**src/rtl/e_pkg.sv**
```systemverilog
// ---------------------------------------------------------------------------------------------
// e_pkg
//   Shared types and helpers for the elevator floor tracker.
//   E_N_FLR        default floor count
//   e_dir_t        travel direction of the car
//   e_onehot2idx() one-hot to binary index encode (bit positions OR-ed together)
// ---------------------------------------------------------------------------------------------
package e_pkg;

  localparam int unsigned E_N_FLR = 4;

  typedef enum logic {
    E_DIR_DOWN = 1'b0,
    E_DIR_UP   = 1'b1
  } e_dir_t;

  // Encodes a one-hot vector. Only meaningful for exactly one set bit, which the car position
  // guarantees; OR-ing the indices keeps the logic a plain encoder with no priority chain.
  function automatic int unsigned e_onehot2idx(input logic [31:0] i_onehot);
    int unsigned idx;
    idx = 0;
    for (int unsigned i = 0; i < 32; i++) begin
      if (i_onehot[i]) begin
        idx = idx | i;
      end
    end
    return idx;
  endfunction

endpackage

```
**src/rtl/e_btn_cond.sv**
```systemverilog
// ---------------------------------------------------------------------------------------------
// e_btn_cond
//   Conditions one raw pushbutton: multi-flop synchroniser, optional debounce filter, and a
//   single-cycle rising-edge pulse.
//   Build option: E_DEBOUNCE_EN adds a saturating-counter filter after the synchroniser.
//   Ports:
//     i_clk   system clock
//     i_rst   asynchronous active-high reset
//     i_btn   raw button level, asynchronous to i_clk
//     o_rise  one-cycle pulse on a qualified press (combinational from registers)
// ---------------------------------------------------------------------------------------------
module e_btn_cond #(
  parameter int unsigned SYNC_STAGES     = 2,
  parameter int unsigned DEBOUNCE_CYCLES = 16
) (
  input  logic i_clk,
  input  logic i_rst,
  input  logic i_btn,
  output logic o_rise
);

  if (SYNC_STAGES < 2) begin : g_bad_sync
    $error("e_btn_cond: SYNC_STAGES must be at least 2");
  end
  if (DEBOUNCE_CYCLES < 1) begin : g_bad_debounce
    $error("e_btn_cond: DEBOUNCE_CYCLES must be at least 1");
  end

  logic [SYNC_STAGES-1:0] r_sync;
  // Tracks which synchroniser stages hold post-reset samples rather than reset zeros.
  logic [SYNC_STAGES-1:0] r_valid;
  logic                   r_armed;
  logic                   r_prev;
  logic                   w_sync;
  logic                   w_valid;
  logic                   w_level;

  assign w_sync  = r_sync[SYNC_STAGES-1];
  assign w_valid = r_valid[SYNC_STAGES-1];

  always_ff @(posedge i_clk or posedge i_rst) begin
    if (i_rst) begin
      r_sync  <= '0;
      r_valid <= '0;
      r_armed <= 1'b0;
    end else begin
      r_sync  <= {r_sync[SYNC_STAGES-2:0], i_btn};
      r_valid <= {r_valid[SYNC_STAGES-2:0], 1'b1};
      // A button must be seen released after reset before any press counts, so a button held
      // through reset never turns into a request.
      r_armed <= r_armed | (w_valid & ~w_sync);
    end
  end

`ifdef E_DEBOUNCE_EN
  localparam int unsigned CNT_W = $clog2(DEBOUNCE_CYCLES + 1);

  logic [CNT_W-1:0] r_cnt;
  logic             r_filt;

  // The filtered level follows the synced level only after DEBOUNCE_CYCLES consecutive samples
  // that differ from it; any agreeing sample restarts the count.
  always_ff @(posedge i_clk or posedge i_rst) begin
    if (i_rst) begin
      r_cnt  <= '0;
      r_filt <= 1'b0;
    end else if (w_sync == r_filt) begin
      r_cnt  <= '0;
    end else if (r_cnt == CNT_W'(DEBOUNCE_CYCLES - 1)) begin
      r_cnt  <= '0;
      r_filt <= w_sync;
    end else begin
      r_cnt  <= r_cnt + 1'b1;
    end
  end

  assign w_level = r_filt;
`else
  assign w_level = w_sync;
`endif

  always_ff @(posedge i_clk or posedge i_rst) begin
    if (i_rst) begin
      r_prev <= 1'b0;
    end else begin
      r_prev <= w_level;
    end
  end

  assign o_rise = w_level & ~r_prev & r_armed;

endmodule

```
**src/rtl/e_floor_tracker.sv**
```systemverilog
// ---------------------------------------------------------------------------------------------
// e_floor_tracker
//   Request/position side of the elevator handshake. Latches call buttons into a pending
//   request vector and keeps the one-hot car position and travel direction. The elevator FSM
//   pulses ShiftFlr to advance the car and holds clearFlr to service the current floor.
//   Build option: E_DEBOUNCE_EN enables per-button debounce filtering (longer press latency).
//   Ports:
//     clk       system clock, rising edge
//     rst       asynchronous active-high reset
//     btn_raw   raw call buttons, active-high, asynchronous
//     ShiftFlr  one-cycle pulse: move the car one floor
//     clearFlr  level: drop the request of the current floor
//     bts       pending requests, bit i = floor i
//     curFlr    one-hot car position, bit 0 = ground floor
//     flr_idx   binary index of curFlr
//     dir_up    1 = travelling up, 0 = down
// ---------------------------------------------------------------------------------------------
module e_floor_tracker
  import e_pkg::*;
#(
  parameter int unsigned N_FLR           = E_N_FLR,
  parameter int unsigned SYNC_STAGES     = 2,
  parameter int unsigned DEBOUNCE_CYCLES = 16
) (
  input  logic                     clk,
  input  logic                     rst,
  input  logic [N_FLR-1:0]         btn_raw,
  input  logic                     ShiftFlr,
  input  logic                     clearFlr,
  output logic [N_FLR-1:0]         bts,
  output logic [N_FLR-1:0]         curFlr,
  output logic [$clog2(N_FLR)-1:0] flr_idx,
  output logic                     dir_up
);

  localparam int unsigned IDX_W = $clog2(N_FLR);

  logic [N_FLR-1:0] w_rise;
  logic [N_FLR-1:0] r_bts;
  logic [N_FLR-1:0] w_bts_d;
  logic [N_FLR-1:0] r_cur;
  logic [N_FLR-1:0] w_cur_d;
  logic [N_FLR-1:0] w_below;
  logic [N_FLR-1:0] w_above;
  logic [N_FLR-1:0] w_ahead;
  logic [N_FLR-1:0] w_behind;
  logic [IDX_W-1:0] r_idx;
  logic [IDX_W-1:0] w_idx_d;
  e_dir_t           r_dir;
  e_dir_t           w_dir_d;

  for (genvar i = 0; i < N_FLR; i++) begin : g_btn
    e_btn_cond #(
      .SYNC_STAGES     (SYNC_STAGES),
      .DEBOUNCE_CYCLES (DEBOUNCE_CYCLES)
    ) u_btn_cond (
      .i_clk  (clk),
      .i_rst  (rst),
      .i_btn  (btn_raw[i]),
      .o_rise (w_rise[i])
    );
  end

  always_comb begin
    // With a one-hot position, subtracting one yields exactly the floors below it.
    w_below  = r_cur - N_FLR'(1);
    w_above  = ~(w_below | r_cur);
    w_ahead  = r_bts & ((r_dir == E_DIR_UP) ? w_above : w_below);
    w_behind = r_bts & ((r_dir == E_DIR_UP) ? w_below : w_above);

    w_bts_d = r_bts | w_rise;
    w_cur_d = r_cur;
    w_dir_d = r_dir;

    if (ShiftFlr) begin
      // A move only happens toward an existing request, so the shift can never run off either
      // end of the vector and the position stays one-hot.
      if (|w_ahead) begin
        w_cur_d = (r_dir == E_DIR_UP) ? (r_cur << 1) : (r_cur >> 1);
      end else if (|w_behind) begin
        w_dir_d = (r_dir == E_DIR_UP) ? E_DIR_DOWN : E_DIR_UP;
        w_cur_d = (r_dir == E_DIR_UP) ? (r_cur >> 1) : (r_cur << 1);
      end
    end else if (clearFlr) begin
      // Clearing wins over a same-cycle press on the current floor.
      w_bts_d = (r_bts | w_rise) & ~r_cur;
    end

    w_idx_d = IDX_W'(e_onehot2idx(32'(w_cur_d)));
  end

  always_ff @(posedge clk or posedge rst) begin
    if (rst) begin
      r_bts <= '0;
      r_cur <= N_FLR'(1);
      r_idx <= '0;
      r_dir <= E_DIR_UP;
    end else begin
      r_bts <= w_bts_d;
      r_cur <= w_cur_d;
      r_idx <= w_idx_d;
      r_dir <= w_dir_d;
    end
  end

  assign bts     = r_bts;
  assign curFlr  = r_cur;
  assign flr_idx = r_idx;
  assign dir_up  = (r_dir == E_DIR_UP);

endmodule

```
**config.mk**
```make
export PLATFORM = sky130hd
export DESIGN_NAME = e_floor_tracker
export DESIGN_NICKNAME = d
export VERILOG_FILES = /design/src/rtl/e_pkg.sv /design/src/rtl/e_btn_cond.sv /design/src/rtl/e_floor_tracker.sv
export SDC_FILE = /design/constraint.sdc
export NUM_CORES = 1
export LEC_CHECK = 0
export CAP_MARGIN = 20
export CORE_AREA = 2 2 54 56
export CTS_CLUSTER_SIZE = 10
export DETAILED_ROUTE_END_ITERATION = 16
export DIE_AREA = 0 0 56 58
export PLACE_DENSITY = 0.71
export SLEW_MARGIN = 20
export SYNTH_ARGS = -nofsm -noshare
export SYNTH_HDL_FRONTEND = slang
export SYNTH_SLANG_ARGS = --single-unit
```
**constraint.sdc**
```tcl
create_clock -name clk -period 2.9 [get_ports clk]
set_clock_uncertainty 0.05 [all_clocks]
set_input_delay 0.29 -clock clk [delete_from_list [all_inputs] [get_ports clk]]
set_output_delay 0.29 -clock clk [all_outputs]
set_load 0.05 [all_outputs]
```
==> results.md <==
- Final #Nets: 146
- Die height: 58 microns
- Multi-input logic area: 472 sq um
- Number of cell rows: 19
- Reg-to-Reg Start: curFlr[0]
- Clock latency on the worst-skew pair: 0.32 ns
- # clock sinks: 29
- Drt pass-1 iters: 4
- DRC violations left: 0
- Post-Place Cells: about 160
- Die ar.: 3250 sq um
- Primary FF master, synth: dfrtp_1
- Max cap viols: 0
- # H-tree levels: 2
- Largest net degree at the start of global routing: 30
- Status: finished clean
- Slew HR: 64.2%
- Critical path startpoint category: flop
- Number of global-route vias before repair: 851
- Worst Setup SP: curFlr[0]
- Mapped Area: 1280 sq um
- Avg Vias per Cell: roughly 5.3
- Root buffer selected by CTS: clkbuf_4
- CP Class: reg2reg
- Fmax: between 300 and 400 MHz
- Seq pwr share: 61.8%
- Worst slew pin tran: around 0.54 ns
- Initial antenna violation count: 0
- Worst-path clk slew: 0.09 ns
- Post-CTS Resized: 0
- EDFF count, synth: 0
- Power density over cell area: 438 nW/um^2
- DRT Wirelength: approximately 2400 microns
- Final setup violation count: 0
- Setup TNS: 0 ns
- CTS tree: done
- Syn nets: 121
- Cts hold-fix bufs: 0
- Number of CTS-inserted buffers: 5
- Register area share after synthesis: a little under three fifths
- Total power: 678 uW
- Crit end category: flop
- Hold WS: 0.281 ns
- Clock Tree Buf Depth: 2
- Global-route wire length before repair: about 3900 microns
- Number of synthesized register bits: 29
- Dpl hpwl: 1760 microns
- Placed inst area: 1490 sq um
- Wire per inst: between 10 and 15 microns
- Gate Count Post-Synth: 109
- Max Fanout on Critical Path: 8
- Sw Pwr: 139 uW
- Core region area: 2660 sq um
- Netlist cell types: 36
- Die width: 56 microns
- Final Hold Fails: 0
- Post-CTS Setup Inserts: 0
- Peak supply drop: 0.399 mV
- GRT Residual Overflow: 0
- Register area: 728 sq um
- Cell area after layout: 1550 sq um
- Clk network pwr share: 34.7%
- Sw frac: between 20% and 30%
- Diode count: 0
- Gr usage total: 16.1%
- Post-layout min period: roughly 2.7 ns
- Tcrit/Tclk final: 91.5%
- WP data required: approximately 3.0 ns
- Syn. warnings: 0
- RSZ-0062 raised after global routing: false
- Finished Layout Cells: 165
- Syn-to-layout area delta: 21.4%
- Worst EP arrival: roughly 2.8 ns
- Placer Congestion: around 0.91
- Port Buf Inserts: 18
- Leak: between 0.0007 and 0.0008 uW
- Syn avg cell area: 11.7 sq um
- Post-synth ARST share: 100%
- Slew Limit Fails: 0
- IO Count: 19
- Comb power frac: 3.6%
- Antenna viol nets, final: 0
- Layout cells sized above 1: 16.4%
- Filler cells: 231
- Worst hold path type: in2async
- DR iter-0 viols: 28
- Internal Pwr Total: 539 uW
- Initial core utilization: between 40% and 50%
- Total number of vias: 881
==> critical path: stages, from the launching register on <==
cell       delay (ns)
dfstp_2          0.61
inv_1            0.07
ha_1             0.19
inv_1            0.05
ha_1             0.23
mux2_4           0.29
a221oi_4         0.31
nor2_2           0.10
a222oi_1         0.43
nand4bb_1        0.17
==> final cells by class <==
cell class              instances  share of cell area (%)
repair buffers                 20                    12.6
multi-input cells              62                    30.5
well taps                      31                    2.50
clock buffers                   7                    3.55
inverters                      16                    3.88
flip-flops and latches         29                    47.0
==> power by group through the flow <==
stage / logic (uW) / clock network [uW] / registers (uW)
after floorplan: 9.95 / 0 / 425
after global placement: 24.2 / 0 / 426
after detailed placement: 24.9 / 0 / 427
after CTS: 24.8 / 247 / 419
after global routing: 27.0 / 272 / 420
final: 24.3 / 235 / 419
==> state kept, by name, summed over array words and instances (netlist names) <==
| name | cells |
|---|---|
| flr_idx | 2 |
| g_btn.u_btn_cond.r_sync | 8 |
| g_btn.u_btn_cond.r_valid | 2 |
| g_btn.u_btn_cond.r_armed | 4 |
| bts | 4 |
| g_btn.u_btn_cond.r_prev | 4 |
| curFlr | 4 |
| dir_up | 1 |
==> synth_stat cells, types with 2 or more instances <==
| master | number | share of area [%] |
|---|---|---|
| a21o_1 | 4 | 2.4 |
| a21oi_1 | 7 | 2.7 |
| a31oi_1 | 4 | 2.0 |
| and3_1 | 2 | 0.98 |
| and3_2 | 3 | 1.8 |
| dfrtp_1 | 27 | 53 |
| dfstp_2 | 2 | 4.1 |
| ha_1 | 4 | 3.9 |
| inv_1 | 16 | 4.7 |
| nand2_1 | 8 | 2.4 |
| nand4bb_1 | 2 | 1.8 |
| nor2_1 | 4 | 1.2 |
| o21ai_0 | 2 | 0.78 |
| or3b_1 | 2 | 1.4 |
==> through the flow <==
step	util [%]	worst slack, ns
floorplan	-	0.256
global placement	56.1	0.405
detailed placement	56.1	0.314
CTS	58.2	0.234
global route	58.2	0.104
finish	58.2	0.247
==> per-layer routing <==
metal / track usage, % / vias up / routed length [microns]
li1: - / 420 / -
met1: 18.8 / 426 / 996
met2: 26.6 / 27 / 1190
met3: 5.80 / 8 / 116
met4: 7.82 / 0 / 54
met5: 0 / - / 0
==> layout by cell type, fill, tap and decap left out, types with 2 or more instances in the layout <==
master / count
nand2_1: 8
dfstp_2: 2
inv_1: 16
o21ai_0: 2
clkdlybuf4s50_1: 18
a21o_1: 4
ha_1: 4
nand4bb_1: 2
and3_1: 2
clkbuf_4: 5
dfrtp_1: 27
nor2_1: 4
or3b_1: 2
a21oi_1: 7
a31oi_1: 4
and3_2: 3
buf_4: 2
==> worst paths after layout <==
path                                                  end  slack (ns)  cells past startpoint
max in group asynchronous                       curFlr[0]        2.22                      3
min reg2reg                g_btn[0].u_btn_cond.r_valid[1]        0.30                      0
min in group clk           g_btn[0].u_btn_cond.r_valid[1]        0.30                      0
max reg2reg                                    flr_idx[1]        0.25                      9
min                                             curFlr[2]        0.28                      3
max                                            flr_idx[1]        0.25                      9
==> logic make-up (layout without fill, tap and decap cells) <==
kind of cell | count (synthesis) | count (layout) | share of synthesized area (%)
other cells | 1 | 1 | 0.294
compound gates | 27 | 27 | 17.5
buf+inv | 18 | 43 | 5.98
simple gates | 27 | 27 | 12.5
xor+xnor | 1 | 1 | 0.686
fa+ha+maj | 4 | 4 | 3.92
flops | 29 | 29 | 57.1
mux | 2 | 2 | 2.06
Power figures use the tool's default switching activity.
